[src/rtl/membus_axi_write.sv]
// membus_axi_write: store-path adapter, one membus write -> one AXI4 beat.
// Ports: ACLK/ARESETN; membus slave (mem_*); AXI4 write master (M_AXI_AW*/W*/B*);
//   dram_base address offset; wr_err sticky error flag; wr_count completed writes.
module membus_axi_write #(
  parameter int AXI_ID_W   = 1,
  parameter int AXI_ADDR_W = 32,
  parameter int AXI_DATA_W = 32
) (
  input  logic                    ACLK,
  input  logic                    ARESETN,
  input  logic [31:0]             dram_base,
  input  logic                    mem_valid,
  output logic                    mem_ready,
  input  logic [31:0]             mem_addr,
  input  logic                    mem_wen,
  input  logic [31:0]             mem_wdata,
  input  logic [3:0]              mem_wmask,
  output logic                    mem_rvalid,
  output logic [31:0]             mem_rdata,
  output logic [AXI_ID_W-1:0]     M_AXI_AWID,
  output logic [AXI_ADDR_W-1:0]   M_AXI_AWADDR,
  output logic [7:0]              M_AXI_AWLEN,
  output logic [2:0]              M_AXI_AWSIZE,
  output logic [1:0]              M_AXI_AWBURST,
  output logic                    M_AXI_AWLOCK,
  output logic [3:0]              M_AXI_AWCACHE,
  output logic [2:0]              M_AXI_AWPROT,
  output logic [3:0]              M_AXI_AWQOS,
  output logic                    M_AXI_AWVALID,
  input  logic                    M_AXI_AWREADY,
  output logic [AXI_DATA_W-1:0]   M_AXI_WDATA,
  output logic [AXI_DATA_W/8-1:0] M_AXI_WSTRB,
  output logic                    M_AXI_WLAST,
  output logic                    M_AXI_WVALID,
  input  logic                    M_AXI_WREADY,
  input  logic [AXI_ID_W-1:0]     M_AXI_BID,
  input  logic [1:0]              M_AXI_BRESP,
  input  logic                    M_AXI_BVALID,
  output logic                    M_AXI_BREADY,
  output logic                    wr_err,
  output logic [31:0]             wr_count
);

  typedef enum logic [1:0] {
    IDLE,
    SEND,
    RESP,
    ACK
  } state_e;

  state_e                  state_q, state_d;
  logic                    awvalid_q, awvalid_d;
  logic                    wvalid_q, wvalid_d;
  logic [31:0]             addr_q, addr_d;
  logic [AXI_DATA_W-1:0]   wdata_q, wdata_d;
  logic [AXI_DATA_W/8-1:0] wstrb_q, wstrb_d;
  logic                    err_q, err_d;
  logic [31:0]             cnt_q, cnt_d;

  // BID is deliberately not checked: only one write is ever outstanding.
  logic unused_bid;
  assign unused_bid = ^M_AXI_BID;

  always_ff @(posedge ACLK or negedge ARESETN) begin
    if (!ARESETN) begin
      state_q   <= IDLE;
      awvalid_q <= 1'b0;
      wvalid_q  <= 1'b0;
      addr_q    <= '0;
      wdata_q   <= '0;
      wstrb_q   <= '0;
      err_q     <= 1'b0;
      cnt_q     <= '0;
    end else begin
      state_q   <= state_d;
      awvalid_q <= awvalid_d;
      wvalid_q  <= wvalid_d;
      addr_q    <= addr_d;
      wdata_q   <= wdata_d;
      wstrb_q   <= wstrb_d;
      err_q     <= err_d;
      cnt_q     <= cnt_d;
    end
  end

  always_comb begin
    state_d   = state_q;
    awvalid_d = awvalid_q;
    wvalid_d  = wvalid_q;
    addr_d    = addr_q;
    wdata_d   = wdata_q;
    wstrb_d   = wstrb_q;
    err_d     = err_q;
    cnt_d     = cnt_q;
    unique case (state_q)
      IDLE: begin
        if (mem_valid) begin
          if (mem_wen) begin
            // Word-align, then offset into DRAM; wraps mod 2^32.
            addr_d    = dram_base
                      + (mem_addr & 32'hFFFF_FFFC);
            wdata_d   = AXI_DATA_W'(mem_wdata);
            wstrb_d   = (AXI_DATA_W/8)'(mem_wmask);
            awvalid_d = 1'b1;
            wvalid_d  = 1'b1;
            state_d   = SEND;
          end else begin
            state_d = ACK;
          end
        end
      end
      SEND: begin
        // Each channel retires independently on its own handshake.
        awvalid_d = awvalid_q & ~M_AXI_AWREADY;
        wvalid_d  = wvalid_q & ~M_AXI_WREADY;
        if (!awvalid_d && !wvalid_d) begin
          state_d = RESP;
        end
      end
      RESP: begin
        if (M_AXI_BVALID) begin
          cnt_d   = cnt_q + 32'd1;
          err_d   = err_q | (M_AXI_BRESP != 2'b00);
          state_d = ACK;
        end
      end
      ACK: begin
        state_d = IDLE;
      end
      default: begin
        state_d = IDLE;
      end
    endcase
  end

  assign mem_ready     = (state_q == IDLE);
  assign mem_rvalid    = (state_q == ACK);
  assign mem_rdata     = 32'd0;

  assign M_AXI_AWID    = '0;
  assign M_AXI_AWADDR  = AXI_ADDR_W'(addr_q);
  assign M_AXI_AWLEN   = 8'd0;
  assign M_AXI_AWSIZE  = 3'b010;
  assign M_AXI_AWBURST = 2'b01;
  assign M_AXI_AWLOCK  = 1'b0;
  assign M_AXI_AWCACHE = 4'b0011;
  assign M_AXI_AWPROT  = 3'b000;
  assign M_AXI_AWQOS   = 4'd0;
  assign M_AXI_AWVALID = awvalid_q;

  assign M_AXI_WDATA   = wdata_q;
  assign M_AXI_WSTRB   = wstrb_q;
  assign M_AXI_WLAST   = wvalid_q;
  assign M_AXI_WVALID  = wvalid_q;

  assign M_AXI_BREADY  = (state_q == RESP);

  assign wr_err        = err_q;
  assign wr_count      = cnt_q;

endmodule
[config.mk]
export PLATFORM = sky130hd
export DESIGN_NAME = membus_axi_write
export DESIGN_NICKNAME = d
export VERILOG_FILES = /design/src/rtl/membus_axi_write.sv
export SDC_FILE = /design/constraint.sdc
export NUM_CORES = 1
export LEC_CHECK = 0
export BUFFER_PORTS_ARGS = -buffer_cell sky130_fd_sc_hd__clkbuf_2
export CAP_MARGIN = 20
export CORE_ASPECT_RATIO = 1.2
export CORE_MARGIN = 3
export CORE_UTILIZATION = 52
export CTS_CLUSTER_SIZE = 24
export DETAILED_ROUTE_END_ITERATION = 6
export PLACE_DENSITY = 0.85
export SLEW_MARGIN = 20
export SYNTH_ARGS = -nofsm -noshare
export SYNTH_HDL_FRONTEND = slang
export SYNTH_SLANG_ARGS = --single-unit
[constraint.sdc]
create_clock -name ACLK -period 6.7 [get_ports ACLK]
set_input_delay 1.34 -clock ACLK [delete_from_list [all_inputs] [get_ports ACLK]]
set_output_delay 1.34 -clock ACLK [all_outputs]
set_load 0.05 [all_outputs]
### Word level (Yosys, flattened, before mapping)

Index checks and enable logic that the tools add are counted.

| word-level totals | value |
|---|---|
| output and inout port bits | 165 |
| bits in registers | 105 |
| input bits | 110 |

| cells by class | value |
|---|---|
| multiplexer cells | 9 |
| eq/ne operators | 7 |
| add/sub/neg operators | 2 |
| bitwise gates (word level) | 5 |
| reductions and logical operators | 10 |

Operators by type and width:

| operator | count |
|---|---|
| adder 32 x 1 -> 32 bit, second input constant | 1 |
| adder 32 bit | 1 |
| AND reduction 3 bit | 3 |
| 2-to-1 mux 2 bit | 4 |
| one-hot mux 2 bit (4 select lines) | 1 |
| inequality test 2 bit, second input constant | 3 |
| equality test 2 bit, second input constant | 2 |
| one-hot mux 1 bit (2 select lines) | 2 |
| nonzero test 2 bit | 2 |
| bitwise AND 1 bit | 2 |
| equality test 2 x 1 -> 1 bit, second input constant | 1 |
| zero test 1 bit | 2 |
| zero test 2 bit | 1 |
| 2-to-1 mux 1 bit | 2 |
| inequality test 2 x 1 -> 1 bit, second input constant | 1 |
| inverter 1 bit | 2 |
| AND reduction 2 bit | 1 |
| logical AND 1 bit | 1 |
| bitwise OR 1 bit | 1 |

### Depth between registers and ports, before layout

Gate-level depths: netlist (run 1).

| logic depth | value |
|---|---|
| depth in word-level cells | 6 |
| depth in mapped cells | 10 |

### Worst setup path before layout (run 1)

Ideal clock, no wire load.

| path | value |
|---|---|
| path type | input to register |
| start | input port dram_base[9] |
| end | register addr_q[25] (netlist: M_AXI_AWADDR[25]) |
| data arrival time | 3.319 ns |
| path buffers | 1 |
| required time | 6.631 ns |
| stages on the path | 9 |
| path slack | 3.312 ns |
| path through | ha_1 -> buf_6 -> a21o_1 -> a31o_1 -> a211o_1 -> a32oi_2 -> a21boi_2 -> or4_1 -> nand3_1 |

| on the way | value |
|---|---|
| word-level cells in the longest chain between the ends | 1 |

Ends and longest elaborated chain:

| what | line | RTL |
|---|---|---|
| start: declaration | 11 | `input logic [31:0] dram_base,` |
| adder 32 bit | 101 | `+ (mem_addr & 32'hFFFF_FFFC);` |
| end signal: assignment | 78 | `addr_q <= addr_d;` |
| end: declaration | 54 | `logic [31:0] addr_q, addr_d;` |

No other way between the ends.
A chain may end at the register's enable or synchronous reset.

### Worst setup path after layout (run 1)

Same ends and word-level chain as after synthesis.

==> metrics.cfg, run 1 <==
[status]
status=completed

[clock_tree]
cts_buffers=9
cts_resized=0
htree_levels=3
cts_root_buf=clkbuf_16
cts_tree=yes
cts_setup_buffers=0
cts_sinks=105
hold_buffers=0
clock_latency_ps=340
path_clk_slew_ps=80
clk_path_buf_depth=2

[yosys]
syn_avg_cell_area_um2=8.843
synth_edf_count=0
yosysUniqueCellTypes=58
synthTopCellsByArea=dfrtp_1 42%, nand2_1 11%, buf_4 7.1%
synth.top_cell.area_share=0.4208
synthFlopType=dfrtp_1
seq_area_frac_synth=0.4208
synth_largest_area_cell=dfrtp_1
synthTopCellsByCount=180 x nand2_1, 105 x dfrtp_1, 59 x buf_4
synth-warning-count=0
synth_most_common_cell=nand2_1
ys_ff_latch=105
async_reset_ff_frac=1.000
synthCells=706
syn_area_um2=6243

[power]
internal_power_uw=1480
power.leakage_uw=0.004172
swShare=0.5269
power.switching_uw=1649
power_frac_comb=0.523
power_uw=3129
powerDensity_nw_per_um2=415.9
pwr-share-clk=0.163
sequentialPowerShare=0.314
peakVddDrop_mv=0.2498

[timing]
period_needed_ps=3360
finalSetupTns_ps=0
skew_ps=5.576
finalSetupViolCount=0
slew_headroom=0.3700
hold_viol=0
clock.fmax_mhz=297.6
rsz0062_at_grt=false
worst_pin_slew_ps=944.9
slew_violations=0
fin_crit_sh=0.5015

[global_route]
antenna_found_initial=0
grt_pass1_wl_um=24250
overflow=0
grt_max_degree=99
track_usage=0.2225
grt_pass1_vias=5219

[critical_path]
r2r_cells=9
worst-path-max-fanout=7
crit_path_start_kind=input pin
crit_type=input pin to register
required_ps=6980
worst_r2r_startpoint=state_q[0]$_DFFE_PN0P_
worstReg2RegEnd=wr_count[31]$_DFFE_PN0P_
cp-end-kind=register
cp.arrival_ps=3640
startpoint=dram_base[9]
r2r_setup_slack_ps=4050
crit_end=M_AXI_AWADDR[25]$_DFFE_PN0P_

[finish]
fill_cells=1033
drive_gt1_frac=0.2683
fin_cells=1070
n_antenna_cell=0
fin_nets=1053
area_growth_pct=20.50
seq_area_um2=2628
multi_input_area_um2=3249

[route]
drc=0
drt-pass1-iter-count=5
totalWireLength_um=15070
drtAntennaViolNets=0
routed_via_density=5.088
wl_per_cell_um=14.09
drt_iter0_markers=176
num_vias=5444

[placed_design]
place_inst=1053
place.gp.congestion=0.8543
hpwl_um=11710
portBuffers=213

[floorplanning]
die_w_um=106.0
dieArea_um2=13360
start_util=0.5373
io_pins=275
core.rowCount=43
core-area_um2=11620
chipHeight_um=126.0

[min_path]
hold_path_class=register to register

[flow_run]
drv_cap=0

[cell type report]
cell class | instances | area share
multi-input cells | 562 | 0.4319
flip-flops and latches | 105 | 0.3492
repair buffers | 215 | 0.1467
clock buffers | 10 | 0.03176
well taps | 157 | 0.02611
inverters | 15 | 0.007484
clock inverters | 6 | 0.006819
[logic make-up after synthesis]
kind of cell	after synthesis	synth area share
DFF	105	0.4208
and+or+nand+nor	290	0.2066
buffers and inverters	95	0.09379
muxes	4	0.006613
xor gates and xnor gates	48	0.06733
adders and majority gates	35	0.07134
other	2	0.001203
AOI/OAI and AO/OA	127	0.1323
[how the worst min path moves through the flow]
| stage | startpoint | end | slack, ps | depth (start not counted) |
|---|---|---|---|---|
| finish | M_AXI_WDATA[17]$_DFFE_PN0P_ | M_AXI_WDATA[17]$_DFFE_PN0P_ | 470 | 2 |
| global route | M_AXI_WDATA[26]$_DFFE_PN0P_ | M_AXI_WDATA[26]$_DFFE_PN0P_ | 500 | 2 |
| CTS | M_AXI_WDATA[26]$_DFFE_PN0P_ | M_AXI_WDATA[26]$_DFFE_PN0P_ | 480 | 2 |
| detailed placement | M_AXI_WDATA[26]$_DFFE_PN0P_ | M_AXI_WDATA[26]$_DFFE_PN0P_ | 460 | 2 |
| global placement | M_AXI_WDATA[16]$_DFFE_PN0P_ | M_AXI_WDATA[16]$_DFFE_PN0P_ | 460 | 2 |
| floorplan | state_q[0]$_DFFE_PN0P_ | state_q[0]$_DFFE_PN0P_ | 530 | 1 |
[critical path: stages]
cell and delay, ps:
clkbuf_2 80, ha_1 390, a21o_1 230, a31o_1 210
a211o_1 290, a32oi_2 420, a21boi_2 110, or4_1 480
nand3_1 90
[power by group through the flow]
stage,sequential [µW],clock [µW],combinational (µW)
3_3_place_gp,984,0,1620
3_5_place_dp,992,0,1640
4_1_cts,983,522,1640
2_1_floorplan,1720,0,542
5_1_grt,1010,544,1740
6_report,983,510,1640
[metrics by stage]
step	cell area [µm²]	hold WS [ps]	worst slack (ps)	util
floorplan	6454	527.9	3312	-
global placement	7206	457.8	3047	0.6200
detailed placement	7206	460.8	2993	0.6200
CTS	7496	479.0	3353	0.6450
global route	7523	496.0	3248	0.6474
finish	7523	473.4	3340	0.6474
[placed cells by master (no fill, tap or decap), drive strengths merged, types with 4 or more instances in the layout]
master	n
a211oi	4
a21o	15
a21oi	30
and3	15
and4	6
clkbuf	222
conb	58
dfrtp	105
ha	34
inv	16
nand2	180
nand2b	4
nand3	17
nand4	10
nor2	32
nor3	4
o21a	7
o21ai	36
o31ai	5
or2	4
xnor2	29
xor2	19
[state kept, by name, indices dropped and copies added, names as in the netlist]
name / count
M_AXI_WLAST: 1
M_AXI_AWVALID: 1
wr_count: 32
state_q: 2
M_AXI_WDATA: 32
M_AXI_AWADDR: 32
wr_err: 1
M_AXI_WSTRB: 4
[layer usage]
| metal | GRT usage | part of all wire |
|---|---|---|
| met5 | 0 | 0 |
| met4 | 0.06631 | 0.016 |
| met3 | 0.04921 | 0.063 |
| met2 | 0.4095 | 0.54 |
| met1 | 0.2572 | 0.39 |
No activity file was read; power rests on OpenSTA's default activity.
==> inputs of run 2 (changes only) <==
--- a/config.mk
+++ b/config.mk
@@ -5,14 +5,15 @@
 export SDC_FILE = /design/constraint.sdc
 export NUM_CORES = 1
 export LEC_CHECK = 0
+export ABC_AREA = 1
 export BUFFER_PORTS_ARGS = -buffer_cell sky130_fd_sc_hd__clkbuf_2
 export CAP_MARGIN = 20
 export CORE_ASPECT_RATIO = 1.2
 export CORE_MARGIN = 3
-export CORE_UTILIZATION = 52
+export CORE_UTILIZATION = 50
 export CTS_CLUSTER_SIZE = 24
 export DETAILED_ROUTE_END_ITERATION = 6
-export PLACE_DENSITY = 0.85
+export PLACE_DENSITY = 0.8
 export SLEW_MARGIN = 20
 export SYNTH_ARGS = -nofsm -noshare
 export SYNTH_HDL_FRONTEND = slang
==> constraint.sdc (replaced) <==
create_clock -name ACLK -period 3.44 [get_ports ACLK]
set_input_delay 0.688 -clock ACLK [delete_from_list [all_inputs] [get_ports ACLK]]
set_output_delay 0.688 -clock ACLK [all_outputs]
set_load 0.05 [all_outputs]
==> run 2 against run 1 <==
Effect of this change: area after synthesis increased by 13%; synthesized cell count up 41%; critical path depth rose by 5; count of clock-buffer cells in the layout is 1 lower; cell count rose by 29%; sequential share of layout area is 3.5 points lower; via count grew 20%; final area grew 11%; first-iteration DRC count rose by 150%; worst hold slack lost 120 ps; clock skew up 3.9 ps; sequential power up 97%; critical path type unchanged; largest power group unchanged; highest routed layer unchanged.
==> metrics.cfg, run 2 <==
[status]
status=completed

[finish]
area_growth_pct=18.81
n_antenna_cell=0
drive_gt1_frac=0.2091
final_cell_mix=394 x nand2_1, 212 x clkbuf_2, 124 x inv_1, 105 x dfrtp_1, 58 x conb_1
final_common_cell=nand2_1
fin_nets=1350

[yosys]
async_reset_ff_frac=1.000
synth_edf_count=0
syn_avg_cell_area_um2=7.087
synthFlopType=dfrtp_1
synth_most_common_cell=nand2_1
yosysUniqueCellTypes=35
synthTopCellsByArea=dfrtp_1 37%, nand2_1 21%, inv_1 6.6%
syn_area_um2=7044
synthTopCellsByCount=394 x nand2_1, 124 x inv_1, 105 x dfrtp_1
ys_ff_latch=105
synthCells=994
seq_area_frac_synth=0.3730
synth_largest_area_cell=dfrtp_1
synth-warning-count=0
synth.top_cell.area_share=0.3730

[critical_path]
crit_path_start_kind=input pin
crit_type=input pin to register
crit_top_cell=nand3_1
cpLargestDelayFamily=simple AND/OR/NAND/NOR gates
cp-end-kind=register
crit_path_cell_trace=clkbuf_2 -> ha_1 -> inv_1 -> fa_1 -> inv_1 -> nand3_1 -> nand3_1 -> nand3_1 -> nand3_1 -> nand2_1 -> nand2_1 -> nand2_1 -> nand3_1 -> nand2_1
cp.arrival_ps=2420
cp_slowest_cell=fa_1
required_ps=3670
worst-path-max-fanout=4
path_buf_inv=3
critical_path.max_stage_delay_ps=390

[clock_tree]
cts_tree=yes
cts_sinks=105
cts_resized=0
hold_buffers=0
path_clk_slew_ps=70
cts_root_buf=clkbuf_16
cts_buffers=9
cts_setup_buffers=0
clock_latency_ps=340
htree_levels=3
clk_path_buf_depth=2

[global_route]
antenna_found_initial=0
use_met1=0.2582
grt_pass1_wl_um=28400
grt_max_degree=61
overflow=0
track_usage=0.2262
top_usage_layer=met2
grt_use_met2=0.4134
grt_pass1_vias=6070
globalRouteMet3Util=0.04007

[placed_design]
hpwl_um=14660
place.gp.congestion=0.9139
portBuffers=213

[route]
wl_per_cell_um=12.93
drtAntennaViolNets=0
routed_via_density=4.760
drt-pass1-iter-count=5
drt_iter0_markers=437
totalWireLength_um=17820
num_vias=6559
drc=0

[timing]
slew_headroom=0.5791
period_needed_ps=2189
finalSetupTns_ps=0
rsz0062_at_grt=false
fin_hold_ws_ps=349.9
skew_ps=9.469
finalSetupViolCount=0
worst_pin_slew_ps=631.4
slew_violations=0
clock.fmax_mhz=456.9
hold_viol=0
fin_crit_sh=0.6363

[power]
sequentialPowerShare=0.308
power.leakage_uw=0.005021
powerDensity_nw_per_um2=751.9
power.switching_uw=3406
pwr-share-clk=0.158
peakVddDrop_mv=0.5542
power_uw=6293
internal_power_uw=2887
swShare=0.5412
power_frac_comb=0.534

[floorplanning]
chipHeight_um=136.0
io_pins=275
core-area_um2=13530
die_w_um=114.4
dieArea_um2=15560
start_util=0.5208
core.rowCount=46

[flow_run]
drv_cap=0

[min_path]
hold_path_class=input pin to asynchronous set/reset pin

## run 2: cell types whose count changed in the layout (fill, tap and decap cells not counted), sizes merged, moves of 7 or more
cell / change
nor3: +11
nand2: +216
o21ai: -11
and3: -15
nor2: +30
inv: +116
o21a: -7
nand3: +42
xnor2: -8
a21o: -14
## run 2: layer usage
layer  vias up  share of wire
met3        36          0.058
met2       238           0.52
met5         -              0
li1       3377              -
met1      2908           0.39
met4         0          0.033
## run 2: kinds of logic (layout without fill, tap and decap cells)
kind of cell / after synthesis / count (layout) / share of synthesized area
AOI/OAI and AO/OA: 58 / 58 / 0.04423
xor gates and xnor gates: 41 / 41 / 0.05098
adders and majority gates: 35 / 35 / 0.06323
buffers and inverters: 203 / 363 / 0.1407
DFF: 105 / 105 / 0.3730
other: 2 / 58 / 0.001066
and+or+nand+nor: 550 / 550 / 0.3268
## run 2: area by class of cell
type / instances / area (µm²)
Fill cell: 1269 / 5156
Multi-Input combinational cell: 742 / 3643
Sequential cell: 105 / 2628
Timing Repair Buffer: 217 / 1111
Inverter: 130 / 489.2
Clock buffer: 9 / 225.2
Tap cell: 168 / 210.2
Clock inverter: 7 / 62.56
## run 2: power by group through the flow
stage / clock network, µW / registers, µW / logic [µW]
6_report: 995 / 1940 / 3360
5_1_grt: 1080 / 1990 / 3610
4_1_cts: 1020 / 1940 / 3390
3_5_place_dp: 0 / 1960 / 3390
3_3_place_gp: 0 / 1930 / 3330
2_1_floorplan: 0 / 3400 / 1130
## run 2: final timing paths
kind	start	slack (ps)	depth (start not counted)	endpoint
hold reg to reg	wr_count[31]$_DFFE_PN0P_	480	1	wr_count[31]$_DFFE_PN0P_
setup reg to reg	state_q[0]$_DFFE_PN0P_	1390	8	M_AXI_WDATA[22]$_DFFE_PN0P_
max in group asynchronous	ARESETN	2330	2	M_AXI_AWADDR[0]$_DFFE_PN0P_
min in group ACLK	wr_count[31]$_DFFE_PN0P_	480	1	wr_count[31]$_DFFE_PN0P_
hold / removal	ARESETN	350	1	M_AXI_WDATA[10]$_DFFE_PN0P_
setup / recovery	dram_base[2]	1250	14	M_AXI_AWADDR[22]$_DFFE_PN0P_
## run 2: worst reg2reg max path, stage by stage, from the launching register on
cell     delay (ps)
dfrtp_1         390
inv_1            90
ha_1            270
nand2_1         160
nor2_4           50
inv_2           410
buf_4           420
nand2_1         130
nand2_1          90
## run 2: per-stage QoR
stage          cells  utilization  area [µm²]  worst slack [ps]
5_1_grt         1378       0.6188        8369              1118
3_5_place_dp    1362       0.5975        8082             903.7
4_1_cts         1378       0.6188        8369              1269
6_report        1378       0.6188        8369              1251
2_1_floorplan   1050            -        7254              1272
3_3_place_gp    1362       0.5975        8082             933.5
==> inputs of run 3 (changes only) <==
--- a/config.mk
+++ b/config.mk
@@ -5,15 +5,15 @@
 export SDC_FILE = /design/constraint.sdc
 export NUM_CORES = 1
 export LEC_CHECK = 0
-export ABC_AREA = 1
+export ABC_AREA = 0
 export BUFFER_PORTS_ARGS = -buffer_cell sky130_fd_sc_hd__clkbuf_2
 export CAP_MARGIN = 20
 export CORE_ASPECT_RATIO = 1.2
 export CORE_MARGIN = 3
-export CORE_UTILIZATION = 50
+export CORE_UTILIZATION = 44
 export CTS_CLUSTER_SIZE = 24
 export DETAILED_ROUTE_END_ITERATION = 6
-export PLACE_DENSITY = 0.8
+export PLACE_DENSITY = 0.76
 export SLEW_MARGIN = 20
 export SYNTH_ARGS = -nofsm -noshare
 export SYNTH_HDL_FRONTEND = slang
==> constraint.sdc (replaced) <==
create_clock -name ACLK -period 1.9 [get_ports ACLK]
set_input_delay 0.38 -clock ACLK [delete_from_list [all_inputs] [get_ports ACLK]]
set_output_delay 0.38 -clock ACLK [all_outputs]
set_load 0.05 [all_outputs]
==> run 3 against run 2 <==
Effect of this change: highest routed layer unchanged; register-to-register slack worse by 1400 ps; total power increased by 89%; wire length fell by 1.6%; clock power increased by 94%; the flow now finishes with violations (negative setup slack); first-iteration DRC count is 14% lower; combinational power up 93%.
==> metrics.cfg, run 3 (synthesis gave the netlist of run 1 again) <==
[status]
status=finished, violations left
violations=negative setup slack

[flow_run]
drv_cap=0

[critical_path]
cp_slowest_cell=or4_1
r2r_cells=9
critical_path.max_stage_delay_ps=410
required_ps=2170
crit_path_start_kind=input pin
crit_type=input pin to register
worst-path-max-fanout=6
worst_r2r_startpoint=state_q[0]$_DFFE_PN0P_
startpoint=dram_base[9]
cp.arrival_ps=2330
crit_top_cell=buf_6
cp-end-kind=register
crit_path_cell_trace=buf_6 -> ha_4 -> a21o_1 -> a31o_1 -> a211o_1 -> a32oi_2 -> buf_6 -> a21boi_4 -> or4_1 -> nand3_1

[clock_tree]
clock_latency_ps=340
path_clk_slew_ps=70
htree_levels=3
cts_buffers=9
cts_root_buf=clkbuf_16
clk_path_buf_depth=2
hold_buffers=0
cts_sinks=105
cts_tree=yes

[global_route]
grt_pass1_vias=5677
antenna_found_initial=0
grt_pass1_wl_um=26450
track_usage=0.2081
grt_max_degree=55
overflow=0

[placed_design]
place_inst=1172
portBuffers=213
place.gp.congestion=0.8890
hpwl_um=13380
placed_area_um2=8223

[timing]
period_needed_ps=2052
fin_hold_ws_ps=19.76
skew_ps=10.14
fin_crit_sh=1.080
hold_viol=0
rsz0062_at_grt=true
clock.fmax_mhz=487.3
layout_setup_ws_ps=-152.2
finalSetupViolCount=12
finalSetupTns_ps=-685.7
slew_violations=0

[finish]
n_antenna_cell=0
area_growth_pct=44.51
final_cell_mix=207 x clkbuf_2, 178 x nand2_1, 113 x buf_4, 98 x dfrtp_1, 58 x conb_1
fin_nets=1173
seq_area_um2=2636
fin_area_um2=9022
fin_util=0.6529
drive_gt1_frac=0.4163
final_common_cell=clkbuf_2
fill_cells=1152
multi_input_area_um2=3715
fin_cells=1204

[floorplanning]
io_pins=275
core.rowCount=47
dieArea_um2=15660
core-area_um2=13820
die_w_um=114.7
chipHeight_um=136.5
start_util=0.4518

[route]
totalWireLength_um=17540
num_vias=5961
drt-pass1-iter-count=4
drc=0
drt_iter0_markers=377
routed_via_density=4.951
wl_per_cell_um=14.57
drtAntennaViolNets=0

[power]
peakVddDrop_mv=0.7854
powerDensity_nw_per_um2=1318
power.leakage_uw=0.004846

[min_path]
hold_path_class=input pin to asynchronous set/reset pin

## run 3: changes by cell type in the layout (fill, tap and decap cells not counted), sizes merged, moves of 14 or more
cell	previous run	this run
a21o	1	15
and3	0	15
buf	5	127
inv	132	18
nand2	396	180
nand3	59	17
nor2	62	32
## run 3: worst paths after layout
path                            slack [ps]                      endpoint
worst max-delay path                  -150  M_AXI_AWADDR[25]$_DFFE_PN0P_
worst min-delay path                    20       wr_count[2]$_DFFE_PN0P_
worst max register to register          10      wr_count[28]$_DFFE_PN0P_
worst min register to register         480            wr_err$_DFFE_PN0P_
max in group asynchronous             1610   M_AXI_WDATA[11]$_DFFE_PN0P_
min in group ACLK                      220    M_AXI_WDATA[3]$_DFFE_PN0P_
## run 3: metrics by stage
step | power, µW | setup slack [ps]
global route | 12540 | -178.1
CTS | 11890 | -101.6
global placement | 9736 | -571.4
detailed placement | 9859 | -614.2
floorplan | 8123 | -367.8
finish | 11890 | -152.2
## run 3: what timing repair did
action,4_1_cts,5_1_grt
setup buffers,5,12
pin swaps,19,19
resized for setup,24,43
endpoints found under the setup margin,20,29
## run 3: worst max-delay path: cells and delay by family
kind | cells | cell delay (ps)
compound gates | 5 | 940
fa+ha+maj | 1 | 240
buf+inv | 2 | 260
simple gates | 2 | 510
## run 3: final cells by class
type,count,area share
sequential,105,0.2922
inverter,15,0.006240
timing repair buffer,335,0.2317
clock inverter,6,0.007905
clock buffer,10,0.02649
multi-input combinational,562,0.4117
tap,171,0.02371
## run 3: report_power, final
| part | switching, µW | total, µW | internal (µW) | leakage [µW] |
|---|---|---|---|---|
| logic | 4750 | 6500 | 1740 | 0.00337 |
| registers | 455 | 3460 | 3010 | 0.00133 |
| clock network | 855 | 1930 | 1070 | 0.000146 |
## run 3: metal layers
| layer | share of wire | vias up | global-route usage |
|---|---|---|---|
| met5 | 0 | - | 0 |
| met4 | 0.020 | 0 | 0.06849 |
| met3 | 0.055 | 28 | 0.03715 |
| met2 | 0.54 | 197 | 0.3770 |
| met1 | 0.39 | 2809 | 0.2477 |
| li1 | - | 2927 | - |
